===== src/rtl/branch_resolve_unit.sv =====
// Branch resolution for BEQ/BNE in the ID stage of a 5-stage MIPS pipeline.
// The unit consumes the ID-stage register-equality flag and holds the front
// end while a branch operand is still being produced in EX or MEM. It then
// drives the PC-source select and the IF/ID flush.
// Three saturating counters track resolved branches, taken branches and
// branch-induced stall cycles.
module branch_resolve_unit #(
    parameter int CNT_W = 16,
    parameter int REG_W = 5
) (
    input  logic             clk,
    input  logic             rst_n,
    input  logic             id_beq,
    input  logic             id_bne,
    input  logic [REG_W-1:0] id_rs,
    input  logic [REG_W-1:0] id_rt,
    input  logic             cmp_equal,
    input  logic             ex_reg_write,
    input  logic             ex_mem_read,
    input  logic [REG_W-1:0] ex_rd,
    input  logic             mem_mem_read,
    input  logic [REG_W-1:0] mem_rd,
    input  logic             kill,
    output logic             stall,
    output logic             pc_src,
    output logic             if_flush,
    output logic [CNT_W-1:0] branch_cnt,
    output logic [CNT_W-1:0] taken_cnt,
    output logic [CNT_W-1:0] stall_cnt
);

    typedef enum logic [0:0] {
        ST_RUN  = 1'b0,
        ST_WAIT = 1'b1
    } state_t;

    // A register matches when it is not $0 and names either branch source.
    function automatic logic reg_match(input logic [REG_W-1:0] r,
                                       input logic [REG_W-1:0] rs,
                                       input logic [REG_W-1:0] rt);
        return (r != {REG_W{1'b0}}) && ((r == rs) || (r == rt));
    endfunction

    // Increment that sticks at all-ones instead of wrapping.
    function automatic logic [CNT_W-1:0] sat_inc(input logic [CNT_W-1:0] v,
                                                 input logic             en);
        if (en && (v != {CNT_W{1'b1}})) begin
            return v + {{(CNT_W-1){1'b0}}, 1'b1};
        end else begin
            return v;
        end
    endfunction

    state_t           state_q, state_d;
    logic             wc_q, wc_d;
    logic [CNT_W-1:0] branch_cnt_q, branch_cnt_d;
    logic [CNT_W-1:0] taken_cnt_q, taken_cnt_d;
    logic [CNT_W-1:0] stall_cnt_q, stall_cnt_d;

    logic       br_s;
    logic       taken_s;
    logic [1:0] need_s;
    logic       stall_s;
    logic       pc_src_s;
    logic       resolve_s;

    // Branch presence, direction and hazard depth (stall cycles required).
    // BEQ and BNE asserted together resolve as BEQ.
    always_comb begin
        br_s    = id_beq | id_bne;
        taken_s = id_beq ? cmp_equal : ~cmp_equal;
        need_s  = 2'd0;
        if (ex_mem_read && reg_match(ex_rd, id_rs, id_rt)) begin
            need_s = 2'd2;
        end else if ((ex_reg_write && !ex_mem_read && reg_match(ex_rd, id_rs, id_rt)) ||
                     (mem_mem_read && reg_match(mem_rd, id_rs, id_rt))) begin
            need_s = 2'd1;
        end else begin
            need_s = 2'd0;
        end
    end

    // Next-state and output decode. Kill and reset both drop the branch.
    always_comb begin
        state_d   = state_q;
        wc_d      = wc_q;
        stall_s   = 1'b0;
        pc_src_s  = 1'b0;
        resolve_s = 1'b0;
        if (!rst_n) begin
            state_d = ST_RUN;
            wc_d    = 1'b0;
        end else if (kill) begin
            state_d = ST_RUN;
            wc_d    = 1'b0;
        end else begin
            case (state_q)
                ST_RUN: begin
                    if (!br_s) begin
                        state_d = ST_RUN;
                    end else if (need_s == 2'd0) begin
                        resolve_s = 1'b1;
                        pc_src_s  = taken_s;
                    end else begin
                        stall_s = 1'b1;
                        wc_d    = (need_s == 2'd2);
                        state_d = ST_WAIT;
                    end
                end
                ST_WAIT: begin
                    // Hazard inputs are deliberately ignored here; the
                    // stall depth was fixed when the branch entered WAIT.
                    if (wc_q) begin
                        stall_s = 1'b1;
                        wc_d    = 1'b0;
                    end else begin
                        resolve_s = 1'b1;
                        pc_src_s  = taken_s;
                        state_d   = ST_RUN;
                        wc_d      = 1'b0;
                    end
                end
                default: begin
                    state_d = ST_RUN;
                    wc_d    = 1'b0;
                end
            endcase
        end
    end

    // Counter next values; reset and kill suppress all updates.
    always_comb begin
        branch_cnt_d = branch_cnt_q;
        taken_cnt_d  = taken_cnt_q;
        stall_cnt_d  = stall_cnt_q;
        if (!rst_n) begin
            branch_cnt_d = {CNT_W{1'b0}};
            taken_cnt_d  = {CNT_W{1'b0}};
            stall_cnt_d  = {CNT_W{1'b0}};
        end else begin
            branch_cnt_d = sat_inc(branch_cnt_q, resolve_s);
            taken_cnt_d  = sat_inc(taken_cnt_q, resolve_s & pc_src_s);
            stall_cnt_d  = sat_inc(stall_cnt_q, stall_s);
        end
    end

    // State, wait counter and performance counter registers.
    always_ff @(posedge clk) begin
        if (!rst_n) begin
            state_q      <= ST_RUN;
            wc_q         <= 1'b0;
            branch_cnt_q <= {CNT_W{1'b0}};
            taken_cnt_q  <= {CNT_W{1'b0}};
            stall_cnt_q  <= {CNT_W{1'b0}};
        end else begin
            state_q      <= state_d;
            wc_q         <= wc_d;
            branch_cnt_q <= branch_cnt_d;
            taken_cnt_q  <= taken_cnt_d;
            stall_cnt_q  <= stall_cnt_d;
        end
    end

    assign stall      = stall_s;
    assign pc_src     = pc_src_s;
    assign if_flush   = pc_src_s;
    assign branch_cnt = branch_cnt_q;
    assign taken_cnt  = taken_cnt_q;
    assign stall_cnt  = stall_cnt_q;

endmodule


===== config.mk =====
export PLATFORM = sky130hd
export DESIGN_NAME = branch_resolve_unit
export DESIGN_NICKNAME = d
export VERILOG_FILES = /design/src/rtl/branch_resolve_unit.sv
export SDC_FILE = /design/constraint.sdc
export NUM_CORES = 1
export LEC_CHECK = 0
export CAP_MARGIN = 10
export CORE_MARGIN = 4
export CORE_UTILIZATION = 30
export DETAILED_ROUTE_END_ITERATION = 8
export PLACE_DENSITY = 0.66
export RECOVER_POWER = 100
export SYNTH_ARGS = -nofsm -noshare
export SYNTH_HDL_FRONTEND = slang
export SYNTH_SLANG_ARGS = --single-unit

===== constraint.sdc =====
create_clock -name clk -period 4.35 [get_ports clk]
set_input_delay 0.435 -clock clk [delete_from_list [all_inputs] [get_ports clk]]
set_output_delay 0.435 -clock clk [all_outputs]
set_load 0.1 [all_outputs]

; Yosys cells after proc, flatten, opt, wreduce, memory -nomap -nowiden
; Index checks and enable logic that the tools add are counted.
[totals]
reg_bits = 50
output_inout_bits = 51
wordCells = 65
[op_classes]
add_sub_neg = 3
eq_ne = 10
mux = 24
bitwise = 5
n_reduce_logical = 18
[op_table]
columns = cell, count
row1 = $add A16 B1 Y16 const B, 3
row2 = $ne A16 B16 Y1 const B, 3
row3 = $eq A5 B5 Y1, 4
row4 = $mux W1, 19
row5 = $reduce_bool A5 Y1, 2
row6 = $logic_and A1 B1 Y1, 9
row7 = $pmux W1 S2, 4
row8 = $ne A2 B2 Y1 const B, 2
row9 = $logic_or A1 B1 Y1, 3
row10 = $not A1 Y1, 3
row11 = $eq A2 B2 Y1 const B, 1
row12 = $logic_not A2 Y1, 1
row13 = $mux W2, 1
row14 = $reduce_and A2 Y1, 1
row15 = $reduce_or A2 Y1, 1
row16 = $and A1 B1 Y1, 1
row17 = $logic_not A1 Y1, 1
row18 = $or A1 B1 Y1, 1

; Longest topological paths before layout
; Gate-level depths: netlist of the first run.
[depth]
depth_word = 15
depth_mapped = 10

; Worst setup path before layout of the first run
; OpenSTA, ideal clock, no wires.
[synth_timing]
kind = in2out
start = in mem_rd[1]
end = out pc_src
arrival_ps = 3362
required_ps = 3915
path_slack_ps = 553
path_stages = 7
path_buffers = 2
cell_sequence = or4_1 o21a_2 a2bb2oi_4 a21oi_2 buf_6 nor2_1 buf_4
[synth_between]
elab_chain_len = 13
elab_cells_between_ends = 15
classes_between = eq/ne (2) / mux (7) / reduce/logical (6)
[synth_rtl]
columns = element, line_no
row1 = from (decl), 22  ; input logic [REG_W-1:0] mem_rd,
row2 = $eq A5 B5 Y1, 41  ; return (r != {REG_W{1'b0}}) && ((r == rs) || (r == rt));
row3 = $logic_or A1 B1 Y1, 41
row4 = $logic_and A1 B1 Y1 (*), 41
row5 = $logic_and A1 B1 Y1 (*), 76  ; (mem_mem_read && reg_match(mem_rd, id_rs, id_rt))) begin
row6 = $logic_or A1 B1 Y1 (*), 75  ; end else if ((ex_reg_write && !ex_mem_read && reg_match(ex_rd, id_rs, id_rt)) ||
row7 = $mux W1 (*), 75
row8 = $mux W2 (*), 73  ; if (ex_mem_read && reg_match(ex_rd, id_rs, id_rt)) begin
row9 = $logic_not A2 Y1 (*), 101  ; end else if (need_s == 2'd0) begin
row10 = $mux W1 (*), 101
row11 = $mux W1 (*), 99  ; if (!br_s) begin
row12 = $pmux W1 S2 (*), 97  ; case (state_q)
row13 = $mux W1 (*), 93  ; end else if (kill) begin
row14 = $mux W1 (*), 90  ; if (!rst_n) begin
row15 = to (decl), 25  ; output logic pc_src,
; Every way passes the cells marked *; elsewhere a longest branch is shown, timed or not.

; Final worst setup path of the first run
[layout_timing]
start = in ex_rd[0]
end = out pc_src
[layout_between]
elab_chain_len = 13
elab_cells_between_ends = 16
classes_between = eq/ne (2) / mux (7) / reduce/logical (7)
[layout_rtl]
columns = element, line_no
row1 = from (decl), 20  ; input logic [REG_W-1:0] ex_rd,
row2 = $eq A5 B5 Y1, 41
row3 = $logic_or A1 B1 Y1, 41
row4 = $logic_and A1 B1 Y1 (*), 41
row5 = $logic_and A1 B1 Y1, 75
row6 = $logic_or A1 B1 Y1, 75
row7 = $mux W1, 75
row8 = $mux W2 (*), 73
row9 = $logic_not A2 Y1 (*), 101
row10 = $mux W1 (*), 101
row11 = $mux W1 (*), 99
row12 = $pmux W1 S2 (*), 97
row13 = $mux W1 (*), 93
row14 = $mux W1 (*), 90
; Marked as above.

==> results of run 1 <==
[worst max-delay path: cells and delay by family]
family	cells	cell delay [ps]
AO/OA/AOI/OAI	3	1060
XOR/XNOR	1	190
buffers and inverters	2	920
AND/OR/NAND/NOR	2	480
[Yosys cell counts (all sizes together) (6+ instances only)]
library cell  instances
dfxtp                50
xnor2                17
or3                   8
nand4                 7
o21ai                 9
clkbuf                6
o211ai                6
nor2                 25
xor2                 14
nand2b                9
nor3                  7
o31ai                11
nand2                34
or4                   8
nand3                22
inv                   7
a21oi                17
and3                 13
mux2i                20
[cell type report]
cell class	instances	area, um^2	area share, %
Clock buffer	7	76.3	2.02
Multi-Input combinational cell	261	1690	44.7
Sequential cell	50	1000	26.4
Timing Repair Buffer	81	820	21.6
Tap cell	111	139	3.67
Clock inverter	1	30.0	0.793
Inverter	8	30.0	0.793
[final timing paths]
path	start	end	slack, ps	cells past startpoint
min reg2reg	taken_cnt[10]$_SDFFE_PN0P_	taken_cnt[10]$_SDFFE_PN0P_	480	2
max reg2reg	stall_cnt[0]$_SDFFE_PN0P_	stall_cnt[7]$_SDFFE_PN0P_	1700	8
max	ex_rd[0]	pc_src	830	8
min	taken_cnt[10]$_SDFFE_PN0P_	taken_cnt[10]$_SDFFE_PN0P_	480	2
[per-stage QoR]
| stage | std cells | total power [mW] | util (%) | setup WS, ps |
|---|---|---|---|---|
| finish | 519 | 0.921 | 41.2 | 834 |
| global route | 519 | 0.961 | 41.2 | 595 |
| CTS | 519 | 0.939 | 41.7 | 1170 |
| detailed placement | 511 | 0.615 | 40.6 | 1170 |
| global placement | 511 | 0.612 | 40.6 | 1210 |
| floorplan | 330 | 0.558 | - | 553 |
[layer usage]
metal / up-vias / GRT usage, %
li1: 1353 / -
met4: 0 / 4.22
met3: 12 / 3.64
met5: - / 0
met2: 83 / 22.6
met1: 1263 / 18.4
[where the power goes]
group / leakage (nW) / switching (mW) / internal, mW / total (mW)
Combinational: 1.03 / 0.0787 / 0.0543 / 0.133
Clock: 0.0524 / 0.152 / 0.172 / 0.325
Sequential: 0.403 / 0.00330 / 0.460 / 0.463
[logic make-up (layout without fill, tap and decap cells)]
| family | count (synthesis) | after routing | synth area share [%] |
|---|---|---|---|
| mux | 20 | 20 | 7.08 |
| simple gates | 145 | 145 | 26.5 |
| xor+xnor | 31 | 31 | 9.61 |
| flops | 50 | 50 | 35.4 |
| buf+inv | 19 | 97 | 3.14 |
| fa+ha+maj | 3 | 3 | 1.33 |
| compound gates | 62 | 62 | 16.9 |
[flip-flops by register name (all words and copies together), names as in the netlist]
register	cells
branch_cnt	16
stall_cnt	16
taken_cnt	16
state_q	1
wc_q	1
[cells in the final DEF (no fill, tap or decap), types with 9 or more instances in the layout]
cell / count
sky130_fd_sc_hd__nand2_1: 34
sky130_fd_sc_hd__nand3_1: 22
sky130_fd_sc_hd__clkdlybuf4s50_1: 27
sky130_fd_sc_hd__nor2_1: 25
sky130_fd_sc_hd__a21oi_1: 17
sky130_fd_sc_hd__o31ai_1: 11
sky130_fd_sc_hd__nand2b_1: 9
sky130_fd_sc_hd__and3_1: 13
sky130_fd_sc_hd__mux2i_1: 20
sky130_fd_sc_hd__xor2_1: 14
sky130_fd_sc_hd__dlygate4sd3_1: 49
sky130_fd_sc_hd__xnor2_1: 17
sky130_fd_sc_hd__dfxtp_1: 50
==> impl_metrics.prom, run 1 <==
# TYPE chip_impl_metric gauge
chip_impl_metric{name="post_cts_resized",unit=""} 0
chip_impl_metric{name="achievable-frequency",unit="MHz"} 284
chip_impl_info{name="timing.critical_path.cells",value="dlygate4sd3_1 > xor2_1 > nor3_1 > a32oi_1 > a2bb2oi_1 > a21oi_1 > nor2_1 > buf_12"} 1
chip_impl_info{name="top_signal_layer_used",value="met4"} 1
chip_impl_metric{name="largest_net_degree_at_the_start_of_global_routing",unit=""} 34
chip_impl_metric{name="yosysWarningCount",unit=""} 0
chip_impl_metric{name="global_route.overflow_total",unit=""} 0
chip_impl_info{name="ys_dominant_reg_cell",value="sky130_fd_sc_hd__dfxtp_1"} 1
chip_impl_metric{name="cts_max_path_buffers",unit=""} 2
chip_impl_info{name="startpoint_type",value="primary input"} 1
chip_impl_metric{name="final.setup_skew",unit="ps"} 8.29
chip_impl_metric{name="met3WireLength",unit="um"} 467
chip_impl_metric{name="placement.cell_area",unit="um^2"} 3730
chip_impl_metric{name="grt_antenna_before_repair",unit=""} 0
chip_impl_info{name="critPathCaptureType",value="output pin"} 1
chip_impl_metric{name="vdd.ir_drop.worst",unit="mV"} 0.187
chip_impl_info{name="synth.largest_area_cell",value="sky130_fd_sc_hd__dfxtp_1"} 1
chip_impl_metric{name="syn_inst",unit=""} 330
chip_impl_metric{name="max-cap-violations",unit=""} 0
chip_impl_metric{name="final_design_area_no_fill",unit="um^2"} 3790
chip_impl_info{name="critical-path-slowest-cell",value="sky130_fd_sc_hd__dlygate4sd3_1"} 1
chip_impl_metric{name="io_pins",unit=""} 80
chip_impl_metric{name="die_w",unit="um"} 105
chip_impl_metric{name="area.growth.synth_to_final",unit="%"} 34.0
chip_impl_metric{name="post_synth_instance_area",unit="um^2"} 2830
chip_impl_metric{name="chipHeight",unit="um"} 105
chip_impl_info{name="unrepaired_setup_endpoints_after_global_routing",value="no"} 1
chip_impl_metric{name="antenna_left",unit=""} 0
chip_impl_metric{name="seq_area_frac_synth",unit="%"} 35.4
chip_impl_metric{name="antenna_cells_inserted",unit=""} 0
chip_impl_metric{name="detailroute.wirelength.met2",unit="um"} 3420
chip_impl_metric{name="final_report_hold_violation_count",unit=""} 0
chip_impl_metric{name="delay_of_the_slowest_critical_path_stage",unit="ps"} 690
chip_impl_metric{name="worst_ep_required_time",unit="ps"} 3910
chip_impl_metric{name="number_of_global_route_vias_before_repair",unit=""} 2674
chip_impl_metric{name="place.gp.congestion",unit=""} 0.833
chip_impl_metric{name="avgRoutedWirePerCell",unit="um"} 14.6
chip_impl_metric{name="powerDensity",unit="nW/um^2"} 243
chip_impl_info{name="synthTopCellsByArea",value="sky130_fd_sc_hd__dfxtp_1, sky130_fd_sc_hd__mux2i_1, sky130_fd_sc_hd__xnor2_1"} 1
chip_impl_metric{name="drt-met1-wl",unit="um"} 3520
chip_impl_metric{name="detail_route.wirelength",unit="um"} 7570
chip_impl_metric{name="worst_setup_hold_path_clk_slew",unit="ps"} 90
chip_impl_metric{name="finalHoldWorstSlack",unit="ps"} 484
chip_impl_metric{name="initialDrtViolationCount",unit=""} 73
chip_impl_metric{name="first_pass_grt_wire_length",unit="um"} 13000
chip_impl_metric{name="finalMaxSlewViolations",unit=""} 0
chip_impl_info{name="hold_path.class",value="register to register"} 1
chip_impl_metric{name="drive_gt1_share",unit="%"} 3.68
chip_impl_metric{name="max_slew_margin",unit="%"} 31.0
chip_impl_metric{name="via_count",unit=""} 2711
chip_impl_metric{name="tns",unit="ps"} 0
chip_impl_info{name="setup.worst_path.class",value="primary input to output pin"} 1
chip_impl_metric{name="core_area",unit="um^2"} 9200
chip_impl_metric{name="synth_seq_cells",unit=""} 50
chip_impl_metric{name="place.detailed.hpwl",unit="um"} 5700
chip_impl_metric{name="placement_rows",unit=""} 35
chip_impl_metric{name="postCtsSetupRepairBufs",unit=""} 0
chip_impl_metric{name="final_nets",unit=""} 439
chip_impl_metric{name="finalSetupViolCount",unit=""} 0
chip_impl_info{name="clock_root_buffer",value="sky130_fd_sc_hd__clkbuf_8"} 1
chip_impl_metric{name="path_max_fanout",unit=""} 11
chip_impl_info{name="result_of_the_run",value="complete, no violations"} 1
chip_impl_metric{name="timing.critical_path.arrival",unit="ps"} 3080
chip_impl_metric{name="drc_errors",unit=""} 0
chip_impl_metric{name="final_min_period_over_clock_period",unit="%"} 80.8
chip_impl_metric{name="syn-mean-instance-area",unit="um^2"} 8.57
chip_impl_metric{name="fillcell_total",unit=""} 952
chip_impl_metric{name="cts-htree-levels",unit=""} 2
chip_impl_metric{name="min_period",unit="ps"} 3520
chip_impl_metric{name="hold_buffers",unit=""} 0
chip_impl_metric{name="vias_per_cell",unit=""} 5.22
chip_impl_metric{name="tightest_slew",unit="ps"} 1030
chip_impl_metric{name="power_leakage",unit="nW"} 1.49
chip_impl_info{name="tritoncts",value="yes"} 1
chip_impl_metric{name="grt_use_total",unit="%"} 14.0
chip_impl_metric{name="tritoncts_num_sinks",unit=""} 50
chip_impl_metric{name="design.die.area",unit="um^2"} 11000
chip_impl_metric{name="synth_top_cell_area_share",unit="%"} 35.4
chip_impl_metric{name="netlist-cell-type-count",unit=""} 50
chip_impl_metric{name="effective_utilization_at_floorplan",unit="%"} 30.7
chip_impl_metric{name="first_pass_iters",unit=""} 4
chip_impl_metric{name="synth_async_sr_flop_share",unit="%"} 0
chip_impl_metric{name="synth-edff-count",unit=""} 0
chip_impl_metric{name="clkLatencyLatePin",unit="ps"} 300
chip_impl_metric{name="cts-buffers-inserted",unit=""} 5
chip_impl_metric{name="io_buffers",unit=""} 79
chip_impl_metric{name="mappedNetlistNets",unit=""} 362
(Power assumes the default switching activity.)
==> inputs of run 2 (changes only) <==
--- a/config.mk
+++ b/config.mk
@@ -9,7 +9,7 @@
 export CORE_MARGIN = 4
 export CORE_UTILIZATION = 30
 export DETAILED_ROUTE_END_ITERATION = 8
-export PLACE_DENSITY = 0.66
+export PLACE_DENSITY = 0.68
 export RECOVER_POWER = 100
 export SYNTH_ARGS = -nofsm -noshare
 export SYNTH_HDL_FRONTEND = slang
==> constraint.sdc (replaced) <==
create_clock -name clk -period 3.21 [get_ports clk]
set_input_delay 0.321 -clock clk [delete_from_list [all_inputs] [get_ports clk]]
set_output_delay 0.321 -clock clk [all_outputs]
set_load 0.1 [all_outputs]
==> run 2 against run 1 <==
Die area stayed put. First-iteration DRC count is 96% higher. Clock power increased by 35%. Wire length rose by 1.0%. Cell count rose by 0.96%. Via count grew 1.1%. Sequential share of layout area decreased by 0.25 points. Clock-buffer cell count unchanged. Design area grew 0.96%. Critical path type unchanged. Highest routed layer unchanged.
==> impl_metrics.prom, run 2 (same netlist as run 1, synthesis figures left out) <==
# TYPE chip_impl_metric gauge
chip_impl_metric{name="hold_depth",unit=""} 2
chip_impl_metric{name="number_of_global_route_vias_before_repair",unit=""} 2579
chip_impl_metric{name="global_route.overflow_total",unit=""} 0
chip_impl_metric{name="design.die.area",unit="um^2"} 11000
chip_impl_metric{name="min_period",unit="ps"} 2950
chip_impl_metric{name="grt_use_total",unit="%"} 13.6
chip_impl_info{name="clock_root_buffer",value="sky130_fd_sc_hd__clkbuf_8"} 1
chip_impl_info{name="most_frequent_standard_cell_in_the_layout_excluding_fill_and_tap_cells",value="sky130_fd_sc_hd__dfxtp_1"} 1
chip_impl_metric{name="tritoncts_num_sinks",unit=""} 50
chip_impl_metric{name="power_leakage",unit="nW"} 1.50
chip_impl_info{name="hold_path.class",value="register to register"} 1
chip_impl_metric{name="first_pass_iters",unit=""} 6
chip_impl_info{name="critical-path-slowest-cell",value="sky130_fd_sc_hd__dlygate4sd3_1"} 1
chip_impl_metric{name="final_min_period_over_clock_period",unit="%"} 91.9
chip_impl_metric{name="largest_net_degree_at_the_start_of_global_routing",unit=""} 34
chip_impl_metric{name="max_slew_margin",unit="%"} 17.9
chip_impl_metric{name="path_max_fanout",unit=""} 7
chip_impl_metric{name="place.gp.congestion",unit=""} 0.836
chip_impl_metric{name="antenna_cells_inserted",unit=""} 0
chip_impl_metric{name="placed_cells_incl_taps",unit=""} 516
chip_impl_metric{name="clkLatencyLatePin",unit="ps"} 300
chip_impl_metric{name="delay_of_the_slowest_critical_path_stage",unit="ps"} 640
chip_impl_metric{name="cts-buffers-inserted",unit=""} 5
chip_impl_metric{name="critical_path_buf_inv_count",unit=""} 3
chip_impl_metric{name="finalMaxSlewViolations",unit=""} 0
chip_impl_info{name="critical-path-top-delay-family",value="buffers and inverters"} 1
chip_impl_metric{name="tightest_slew",unit="ps"} 1240
chip_impl_metric{name="tns",unit="ps"} 0
chip_impl_metric{name="chipHeight",unit="um"} 105
chip_impl_metric{name="worst_ep_required_time",unit="ps"} 2890
chip_impl_metric{name="cts_max_path_buffers",unit=""} 2
chip_impl_metric{name="final_report_hold_violation_count",unit=""} 0
chip_impl_info{name="tritoncts",value="yes"} 1
chip_impl_metric{name="effective_utilization_at_floorplan",unit="%"} 30.7
chip_impl_metric{name="drive_gt1_share",unit="%"} 5.33
chip_impl_metric{name="io_buffers",unit=""} 79
chip_impl_info{name="result_of_the_run",value="complete, no violations"} 1
chip_impl_metric{name="antenna_left",unit=""} 0
chip_impl_metric{name="final_nets",unit=""} 444
chip_impl_metric{name="placement_rows",unit=""} 35
chip_impl_metric{name="postCtsSetupRepairBufs",unit=""} 0
chip_impl_metric{name="powerDensity",unit="nW/um^2"} 328
chip_impl_metric{name="vdd.ir_drop.worst",unit="mV"} 0.179
chip_impl_metric{name="detail_route.wirelength",unit="um"} 7640
chip_impl_metric{name="hold_buffers",unit=""} 0
chip_impl_metric{name="achievable-frequency",unit="MHz"} 339
chip_impl_metric{name="via_count",unit=""} 2741
chip_impl_metric{name="critical_path_depth",unit=""} 8
chip_impl_metric{name="vias_per_cell",unit=""} 5.23
chip_impl_metric{name="report.power.total",unit="mW"} 1.25
chip_impl_metric{name="ff2ff_path_depth",unit=""} 9
chip_impl_metric{name="core_area",unit="um^2"} 9200
chip_impl_info{name="setup.worst_path.class",value="primary input to output pin"} 1
chip_impl_info{name="unrepaired_setup_endpoints_after_global_routing",value="no"} 1
chip_impl_metric{name="initialDrtViolationCount",unit=""} 143
chip_impl_metric{name="post_cts_resized",unit=""} 0
chip_impl_metric{name="timing.critical_path.arrival",unit="ps"} 2630
chip_impl_info{name="timing.critical_path.cells",value="dlygate4sd3_1 > xor2_1 > nor3_1 > a32oi_1 > o2bb2ai_1 > buf_4 > a32o_1 > clkbuf_4"} 1
chip_impl_metric{name="cts-htree-levels",unit=""} 2
chip_impl_info{name="startpoint_type",value="primary input"} 1
chip_impl_metric{name="worst_setup_hold_path_clk_slew",unit="ps"} 90
chip_impl_metric{name="area.growth.synth_to_final",unit="%"} 35.3
chip_impl_metric{name="final.setup_skew",unit="ps"} 6.94
chip_impl_info{name="critPathCaptureType",value="output pin"} 1
chip_impl_metric{name="avgRoutedWirePerCell",unit="um"} 14.6
chip_impl_metric{name="grt_antenna_before_repair",unit=""} 0
chip_impl_metric{name="max-cap-violations",unit=""} 0
chip_impl_metric{name="place.detailed.hpwl",unit="um"} 5840
chip_impl_metric{name="die_w",unit="um"} 105
chip_impl_metric{name="drc_errors",unit=""} 0
chip_impl_metric{name="first_pass_grt_wire_length",unit="um"} 12400
chip_impl_info{name="most-common-layout-cells",value="sky130_fd_sc_hd__dfxtp_1, sky130_fd_sc_hd__dlygate4sd3_1, sky130_fd_sc_hd__nand2_1"} 1
chip_impl_metric{name="finalSetupViolCount",unit=""} 0
chip_impl_metric{name="io_pins",unit=""} 80
chip_impl_metric{name="finish.cell_count_without_fillers",unit=""} 524
## run 2: power breakdown
part	switching (mW)	total (mW)	leakage [nW]	internal, mW
registers	0.00465	0.628	0.403	0.623
clock network	0.206	0.440	0.0524	0.234
logic	0.109	0.186	1.04	0.0775
total	0.320	1.25	1.50	0.934
## run 2: area by class of cell
| type | count | area (um^2) |
|---|---|---|
| inverter | 8 | 30.0 |
| clock buffer | 7 | 76.3 |
| fill | 913 | 5370 |
| clock inverter | 1 | 30.0 |
| sequential | 50 | 1000 |
| multi-input combinational | 261 | 1710 |
| tap | 111 | 139 |
| timing repair buffer | 86 | 838 |
## run 2: stage by stage
step	util, %	instance area [um^2]	hold slack, ps	setup slack (ps)
3_3_place_gp	41.0	3770	466	242
6_report	41.6	3820	479	261
3_5_place_dp	41.0	3770	467	184
2_1_floorplan	-	2830	473	183
5_1_grt	41.6	3820	527	87.8
4_1_cts	42.2	3880	485	309
## run 2: worst paths after layout
kind	from	to	slack (ps)
setup / recovery	ex_rd[0]	stall	260
hold / removal	taken_cnt[10]$_SDFFE_PN0P_	taken_cnt[10]$_SDFFE_PN0P_	480
setup reg to reg	stall_cnt[0]$_SDFFE_PN0P_	stall_cnt[1]$_SDFFE_PN0P_	500
hold reg to reg	taken_cnt[10]$_SDFFE_PN0P_	taken_cnt[10]$_SDFFE_PN0P_	480
## run 2: metal layers
metal / GRT usage, % / routed length [um] / vias to the layer above
met2: 21.2 / 3380 / 94
met4: 4.97 / 194 / 0
met5: 0 / 0 / -
met3: 3.95 / 438 / 16
met1: 17.7 / 3630 / 1268
li1: - / - / 1363
## run 2: tightest hold or removal path: stages, from the launching register on
cell,delay [ps]
sky130_fd_sc_hd__dfxtp_1,330
sky130_fd_sc_hd__nand2_1,50
sky130_fd_sc_hd__mux2i_1,50
